===== src/rtl/digest_serializer.sv =====
// Serialises a captured hash digest into 32-bit words with byte enables,
// last-word marking, backpressure and back-to-back digest chaining.
module digest_serializer #(
    parameter int unsigned BUS_WIDTH    = 32,
    parameter int unsigned DIGEST_WIDTH = 512
) (
    input  logic                    clk,
    input  logic                    reset,
    input  logic                    digest_valid,
    input  logic [DIGEST_WIDTH-1:0] digest,
    input  logic [6:0]              digest_bytes,
    output logic [BUS_WIDTH-1:0]    dout,
    output logic                    valid_out,
    input  logic                    dout_ready,
    output logic [BUS_WIDTH/8-1:0]  byte_en,
    output logic                    last_out,
    output logic                    busy,
    output logic                    overrun
);
    localparam int unsigned BytesPerWord = BUS_WIDTH / 8;
    localparam int unsigned MaxBytes     = DIGEST_WIDTH / 8;
    localparam int unsigned NumWords     = DIGEST_WIDTH / BUS_WIDTH;
    localparam int unsigned IdxW         = ($clog2(NumWords) > 5) ? $clog2(NumWords) : 5;

    typedef enum logic [0:0] {StIdle, StSend} state_e;

    state_e                  state_q, state_d;
    logic [DIGEST_WIDTH-1:0] data_q, data_d;
    logic [IdxW-1:0]         idx_q, idx_d;
    logic [IdxW-1:0]         last_idx_q, last_idx_d;
    logic [BytesPerWord-1:0] last_be_q, last_be_d;
    logic                    overrun_q, overrun_d;

    int unsigned             req_len, eff_len, eff_rem;
    logic [IdxW-1:0]         load_last_idx;
    logic [BytesPerWord-1:0] load_last_be;
    logic                    load, xfer;

    // Effective length: out-of-range requests fall back to the full digest.
    always_comb begin
        req_len       = {25'd0, digest_bytes};
        eff_len       = (req_len >= 1 && req_len <= MaxBytes) ? req_len : MaxBytes;
        eff_rem       = eff_len % BytesPerWord;
        load_last_idx = IdxW'((eff_len + BytesPerWord - 1) / BytesPerWord - 1);
        load_last_be  = (eff_rem == 0) ? '1 : BytesPerWord'((32'd1 << eff_rem) - 1);
    end

    // Outputs depend only on registered state; the current word sits at the bottom of data_q.
    always_comb begin
        valid_out = (state_q == StSend);
        busy      = (state_q == StSend);
        last_out  = valid_out && (idx_q == last_idx_q);
        byte_en   = '0;
        if (valid_out) begin
            byte_en = last_out ? last_be_q : '1;
        end
        dout = '0;
        for (int i = 0; i < int'(BytesPerWord); i++) begin
            dout[8*i +: 8] = byte_en[i] ? data_q[8*i +: 8] : 8'h00;
        end
        overrun = overrun_q;
    end

    always_comb begin
        state_d    = state_q;
        data_d     = data_q;
        idx_d      = idx_q;
        last_idx_d = last_idx_q;
        last_be_d  = last_be_q;
        overrun_d  = overrun_q;
        load       = 1'b0;
        xfer       = valid_out && dout_ready;
        unique case (state_q)
            StIdle: begin
                if (digest_valid) begin
                    load = 1'b1;
                end
            end
            StSend: begin
                if (xfer && last_out) begin
                    if (digest_valid) begin
                        load = 1'b1;
                    end else begin
                        state_d = StIdle;
                        idx_d   = '0;
                    end
                end else begin
                    if (digest_valid) begin
                        overrun_d = 1'b1;
                    end
                    if (xfer) begin
                        idx_d  = idx_q + 1'b1;
                        data_d = data_q >> BUS_WIDTH;
                    end
                end
            end
            default: state_d = StIdle;
        endcase
        if (load) begin
            state_d    = StSend;
            data_d     = digest;
            idx_d      = '0;
            last_idx_d = load_last_idx;
            last_be_d  = load_last_be;
        end
    end

    always_ff @(posedge clk) begin
        if (reset) begin
            state_q    <= StIdle;
            data_q     <= '0;
            idx_q      <= '0;
            last_idx_q <= '0;
            last_be_q  <= '0;
            overrun_q  <= 1'b0;
        end else begin
            state_q    <= state_d;
            data_q     <= data_d;
            idx_q      <= idx_d;
            last_idx_q <= last_idx_d;
            last_be_q  <= last_be_d;
            overrun_q  <= overrun_d;
        end
    end

endmodule


===== config.mk =====
export PLATFORM = sky130hd
export DESIGN_NAME = digest_serializer
export DESIGN_NICKNAME = d
export VERILOG_FILES = /design/src/rtl/digest_serializer.sv
export SDC_FILE = /design/constraint.sdc
export NUM_CORES = 1
export LEC_CHECK = 0
export CORE_UTILIZATION = 37
export DETAILED_ROUTE_END_ITERATION = 6
export PLACE_DENSITY = 0.67
export SYNTH_ARGS = -nofsm -noshare
export SYNTH_HDL_FRONTEND = slang
export SYNTH_SLANG_ARGS = --single-unit

===== constraint.sdc =====
create_clock -name clk -period 1.65 [get_ports clk]
set_input_delay 0.165 -clock clk [delete_from_list [all_inputs] [get_ports clk]]
set_output_delay 0.165 -clock clk [all_outputs]
set_load 0.005 [all_outputs]

* Word level (Yosys, flattened, before mapping)
Cells that the tools add are included.
** Word-level totals
- Word-level logic and storage cells :: 52
- Input port bits :: 523
- Bits in registers :: 528
- Bits in latches :: 0
- Memories kept :: 0
- RAM bits :: 0
- Memory bits (read-only) :: 0
- Output and inout bits :: 40
** Operators by class
- Reduce and logical (&&, ||, !) cells :: 12
- Mux-type cells :: 21
- Shifts and indexed selects :: 1
- Multipliers :: 0
- Bitwise logic cells :: 2
- Add/sub/neg operators :: 5
- Order comparisons :: 2
- Div/mod/pow operators :: 0
- Equal/unequal tests :: 3
** Operators by type and width (number)
- 2-to-1 mux 512 bit :: 4
- logical NOT 32 bit :: 1
- 2-to-1 mux 8 bit :: 4
- 2-to-1 mux 5 bit :: 3
- 2-to-1 mux 4 bit :: 3
- AND reduction 3 bit :: 3
- adder 7 x 3 -> 7 bit (second input constant) :: 1
- greater-or-equal comparator 7 x 1 -> 1 bit (second input constant) :: 1
- less-or-equal comparator 7 bit (second input constant) :: 1
- 2-to-1 mux 7 bit :: 1
- subtractor 7 x 1 -> 7 bit (second input constant) :: 1
- nonzero test 2 bit :: 3
- adder 5 x 1 -> 5 bit (second input constant) :: 1
- equality test 5 bit :: 1
- 2-to-1 mux 1 bit :: 5
- subtractor 5 x 1 -> 5 bit (second input constant) :: 1
- logical AND 1 bit :: 4
- != test 2 bit (second input constant) :: 2
- left shift 1 x 2 -> 4 bit (first input constant) :: 1
- subtractor 4 x 1 -> 4 bit (second input constant) :: 1
- inverter 1 bit :: 2
- one-hot mux 1 bit (2 select lines) :: 1
- OR reduction 2 bit :: 1

* Depth between registers and ports, before layout
- Depth in word-level cells :: 7
- Mapped depth :: 8
- Depth with buffers taken out :: 7

* Worst setup path after synthesis
Ideal clock, no wire load.
- Kind :: input -> register
- Start :: input port digest_bytes[6]
- End :: register last_idx_q[2]
- Path buffers :: 1
- Required time :: 1.559 ns
- Path slack :: -0.117 ns
- Library setup time :: 0.091 ns
- Stages :: 7
- Arrival time :: 1.676 ns
- Cells stage by stage :: clkbuf_1 > nand2b_1 > ha_1 > xnor2_1 > ha_1 > or3_1 > a311oi_1
** Between the ends
- Cells in the longest elaborated chain, start to end :: 6
- Elaborated cells on any way between the ends :: 7
- Classes of those cells :: add/sub (3); order compare (2); mux (1); reduce/logical (1)
** Ends and longest elaborated chain
- start, declared :: line 11 : input logic [6:0] digest_bytes,
- greater-or-equal comparator 7 x 1 -> 1 bit / less-or-equal comparator 7 bit (equally long branches) :: line 42 : eff_len = (req_len >= 1 && req_len <= MaxBytes) ? req_len : MaxBytes;
- logical AND 1 bit (*) :: line 42
- 2-to-1 mux 7 bit (*) :: line 42
- adder 7 x 3 -> 7 bit (*) :: line 44 : load_last_idx = IdxW'((eff_len + BytesPerWord - 1) / BytesPerWord - 1);
- subtractor 7 x 1 -> 7 bit (*) :: line 44
- subtractor 5 x 1 -> 5 bit (*) :: line 44
- end signal, assigned :: line 120 : last_idx_q <= last_idx_d;
- end, declared :: line 30 : logic [IdxW-1:0] last_idx_q, last_idx_d;
Every way passes the cells marked *; elsewhere a longest branch is shown, timed or not.
A chain may end at the register's enable or synchronous reset.

* Worst setup path in the final report
- Start :: register last_idx_q[2]
- End :: output port dout[19]
** Between the ends
- Cells in the longest elaborated chain, start to end :: 5
** Ends and longest elaborated chain
- equality test 5 bit :: line 52 : last_out = valid_out && (idx_q == last_idx_q);
- logical AND 1 bit :: line 52
- 2-to-1 mux 4 bit :: line 55 : byte_en = last_out ? last_be_q : '1;
- 2-to-1 mux 4 bit :: line 54 : if (valid_out) begin
- 2-to-1 mux 8 bit :: line 59 : dout[8*i +: 8] = byte_en[i] ? data_q[8*i +: 8] : 8'h00;
- end, declared :: line 12 : output logic [BUS_WIDTH-1:0] dout,
Every way passes these cells.

==> results_dict.tcl <==
set metrics [dict create \
    place.port_buffers 562 \
    critical_path.n_buffers_inverters 2 \
    clock_power_share_pct 35.1 \
    critical_path.slowest_cell "dfxtp_2" \
    cts_tree "built" \
    drt_first_pass_iters 5 \
    met3RoutedLength_mm 6.24 \
    slew_headroom_pct 66.5 \
    yosys-top-cells-area "dfxtp_1, o22ai_1, nor3_1" \
    worst_path_dominant_cell_family "simple AND/OR/NAND/NOR gates" \
    worst_ep_arrival_time_ps 2300 \
    postSynthRegisterBits 528 \
    leakage_uw 0.0115 \
    grt_max_degree 93 \
    tightestPinTransition_ps 499 \
    top_flip_flop_cell_by_instance_count_after_synthesis "dfxtp_1" \
    finalMaxSlewViolations 0 \
    run_status "finished, violations left" \
    hpwl_mm 58.2 \
    comb_power_share_pct 21.8 \
    area_of_the_multi_input_gates_um2 8880 \
    first_pass_grt_wire_length_mm 118 \
    cts.sink_count 528 \
    hold_violation_total_from_the_final_report 0 \
    r2r-end "data_q[308]$_SDFFE_PP0P_" \
    async_reset_ff_share_pct 0 \
    clock_latency_on_the_worst_skew_pair_ps 600 \
    yosys-top-cells-count "dfxtp_1, nor2_1, nor3_1" \
    maximum_clock_rate_ghz 0.406 \
    critPathLaunch "last_idx_q[2]$_SDFFE_PP0P_" \
    total_power_uw 35900 \
    criticalPathCategory "register to primary output" \
    failed_checks "setup timing" \
    met2_length_mm 38.9 \
    timing.final.crit_share_pct 149 \
    crit-reg2reg-launch "last_idx_q[2]$_SDFFE_PP0P_" \
    grt_overflow_total 0 \
    fin_worst_hold_slack_ps 142 \
    route.vias.total 21192 \
    ff_latch_area_um2 10600 \
    power_frac_seq_pct 43.1 \
    placer_s_final_routability_congestion_estimate 0.924 \
    fin_skew_ps 18.4 \
    worst_setup_path_start_kind "register" \
    power_switching_uw 10200 \
    distinct_cell_type_count_of_the_synthesized_netlist 43 \
    r2r_setup_slk_ps -500 \
    cts_htree_levels 2 \
    n_fill_cell 4796 \
    post-route-drc-count 0 \
    yosysTopAreaCellShare_pct 51.8 \
    timing.critical_path.slowest_cell_delay_ps 320 \
    routed_wirelength_mm 80.4 \
    critical_path_peak_fanout 9 \
    min_delay_worst_type "primary input to register" \
    drive_above_1_share_pct 10.2 \
    drt_iter0_drc 1948 \
    i_o_pin_count 563 \
    synth_nets 2989 \
    setup.worst_path.end "dout[19]" \
    top_signal_layer_used "met5" \
    fin_nets 3545 \
    grt_util_all_layers_pct 27.0 \
    synth_edf_count 0 \
    die-height_um 237 \
    final_period_minus_worst_setup_slack_ps 2470 \
    finalWorstSetupSlack_ps -815 \
    post-synth-top-count-cell "dfxtp_1" \
    die_area_um2 56100 \
    grt_setup_unrepaired "true" \
    areaGrowthSynthToFinish_pct 46.6 \
    wirelength_met1_mm 32.1 \
    cts-root-to-sink-buffers 3 \
    start_util_pct 37.7 \
    placementRows 85 \
    ir_drop_mv 0.792 \
    syn-instance-count 2462 \
    power_report.internal_total_uw 25800 \
    core_region_area_um2 54100 \
    syn_area_per_cell_um2 8.28 \
    wl_per_cell_um 21.4 \
    cp.required_ps 1480 \
    swShare_pct 28.2 \
    cp.depth 7 \
    number_of_antenna_violations_at_the_first_check_in_global_routing 17 \
    netlist_area_um2 20400 \
    cts_buffers 54 \
    vias_per_cell 5.63 \
    antenna_violating_nets_post_route 0 \
    synth.yosys.seq_area_share_pct 51.8 \
    die_w_um 237 \
    yosysWarnings 0 \
    cellPowerDensity_nw_per_um2 1200 \
    synth_top_cell_by_area "dfxtp_1" \
    clkTransAtPathRegs_ps 60 \
    cts-root-buf "clkbuf_16" \
    first_global_vias 20478 \
    worstPathCellList "xor2_1 -> nor3_2 -> nand2_2 -> buf_4 -> o21a_4 -> and2_1 -> dlygate4sd2_1" \
    max_capacitance_violation_count 0 \
    final_number_of_setup_violating_endpoints 561 \
    worstRegToRegCells 8 \
    timing.critical_path.to_type "primary output" \
]
## layout by cell type, fill, tap and decap left out, types with 12 or more instances in the layout
master / synthesis / final
a21oi_1: 22 / 22
clkbuf_16: 0 / 62
nor2_1: 516 / 515
a311oi_1: 53 / 52
and2_1: 33 / 26
a22oi_1: 37 / 37
buf_4: 14 / 109
clkbuf_8: 0 / 14
clkbuf_1: 113 / 14
dfxtp_1: 528 / 522
nor3_1: 423 / 423
nand2_1: 121 / 120
buf_12: 0 / 48
clkdlybuf4s50_1: 0 / 528
buf_6: 0 / 12
o22ai_1: 420 / 417
## registers in the layout, indices dropped and copies added (netlist names)
register	cells
overrun	1
data_q	512
idx_q	5
last_be_q	4
busy	1
last_idx_q	5
## worst min-delay path by stage
stage                                         from                        to  slack [ps]  cells after the start
after floorplan                       digest_valid           busy$_SDFF_PP0_         290                      2
after global placement    data_q[511]$_SDFFE_PP0P_  data_q[479]$_SDFFE_PP0P_         440                      2
after detailed placement  data_q[471]$_SDFFE_PP0P_  data_q[439]$_SDFFE_PP0P_         450                      2
after CTS                              digest[485]  data_q[485]$_SDFFE_PP0P_         110                      3
after global routing                   digest[485]  data_q[485]$_SDFFE_PP0P_         160                      3
final                                  digest[485]  data_q[485]$_SDFFE_PP0P_         140                      3
## final cells by class
| cell class | instances | share of cell area [%] |
|---|---|---|
| Antenna cell | 10 | 0.0837 |
| Clock buffer | 85 | 5.59 |
| Clock inverter | 12 | 0.544 |
| Inverter | 3 | 0.0377 |
| Multi-Input combinational cell | 1696 | 29.7 |
| Sequential cell | 528 | 35.4 |
| Tap cell | 696 | 2.91 |
| Timing Repair Buffer | 735 | 25.7 |
## routing by layer
layer | global-route usage (%) | vias to the layer above
met2 | 46.0 | 944
met5 | 0 | -
met3 | 5.49 | 162
met4 | 12.2 | 8
met1 | 32.8 | 10033
li1 | - | 10045
## power by group through the flow
stage / Clock, uW / Combinational (uW) / Sequential [uW]
2_1_floorplan: 0 / 4250 / 15200
3_3_place_gp: 0 / 7250 / 15700
3_5_place_dp: 0 / 7410 / 15700
4_1_cts: 12800 / 7600 / 15500
5_1_grt: 13300 / 8500 / 15600
6_report: 12600 / 7830 / 15500
## repair_timing
item                                   CTS  global route
hold buffers                             1             0
setup buffers                            9            10
resized for setup                      124            17
pin swaps                                8             4
cloned                                   2             5
endpoints found under the hold margin    5             0
setup endpoints to repair              561           564
## worst min-delay path, delay by kind of cell
kind | cells | cell delay, ps
compound gates | 1 | 70
buf+inv | 1 | 400
simple gates | 1 | 60
## per-stage QoR
step / instance area (um^2) / setup slack, ps / util, % / TNS [ps] / cells
floorplan: 20400 / -34.9 / - / -34.9 / 2462
global placement: 27600 / -528 / 51.0 / -231430 / 3633
detailed placement: 27600 / -564 / 51.0 / -254240 / 3633
CTS: 29700 / -875 / 54.8 / -192530 / 3741
global route: 29900 / -918 / 55.2 / -264300 / 3763
finish: 29900 / -815 / 55.2 / -200570 / 3765
## cell families after synthesis
family,after synthesis,share of synthesized area (%)
buf+inv,239,5.29
fa+ha+maj,4,0.245
compound gates,561,18.2
simple gates,1118,23.9
xor+xnor,11,0.509
flops,528,51.8
mux,1,0.0491
Note: power is estimated with default switching activity, not from simulation.
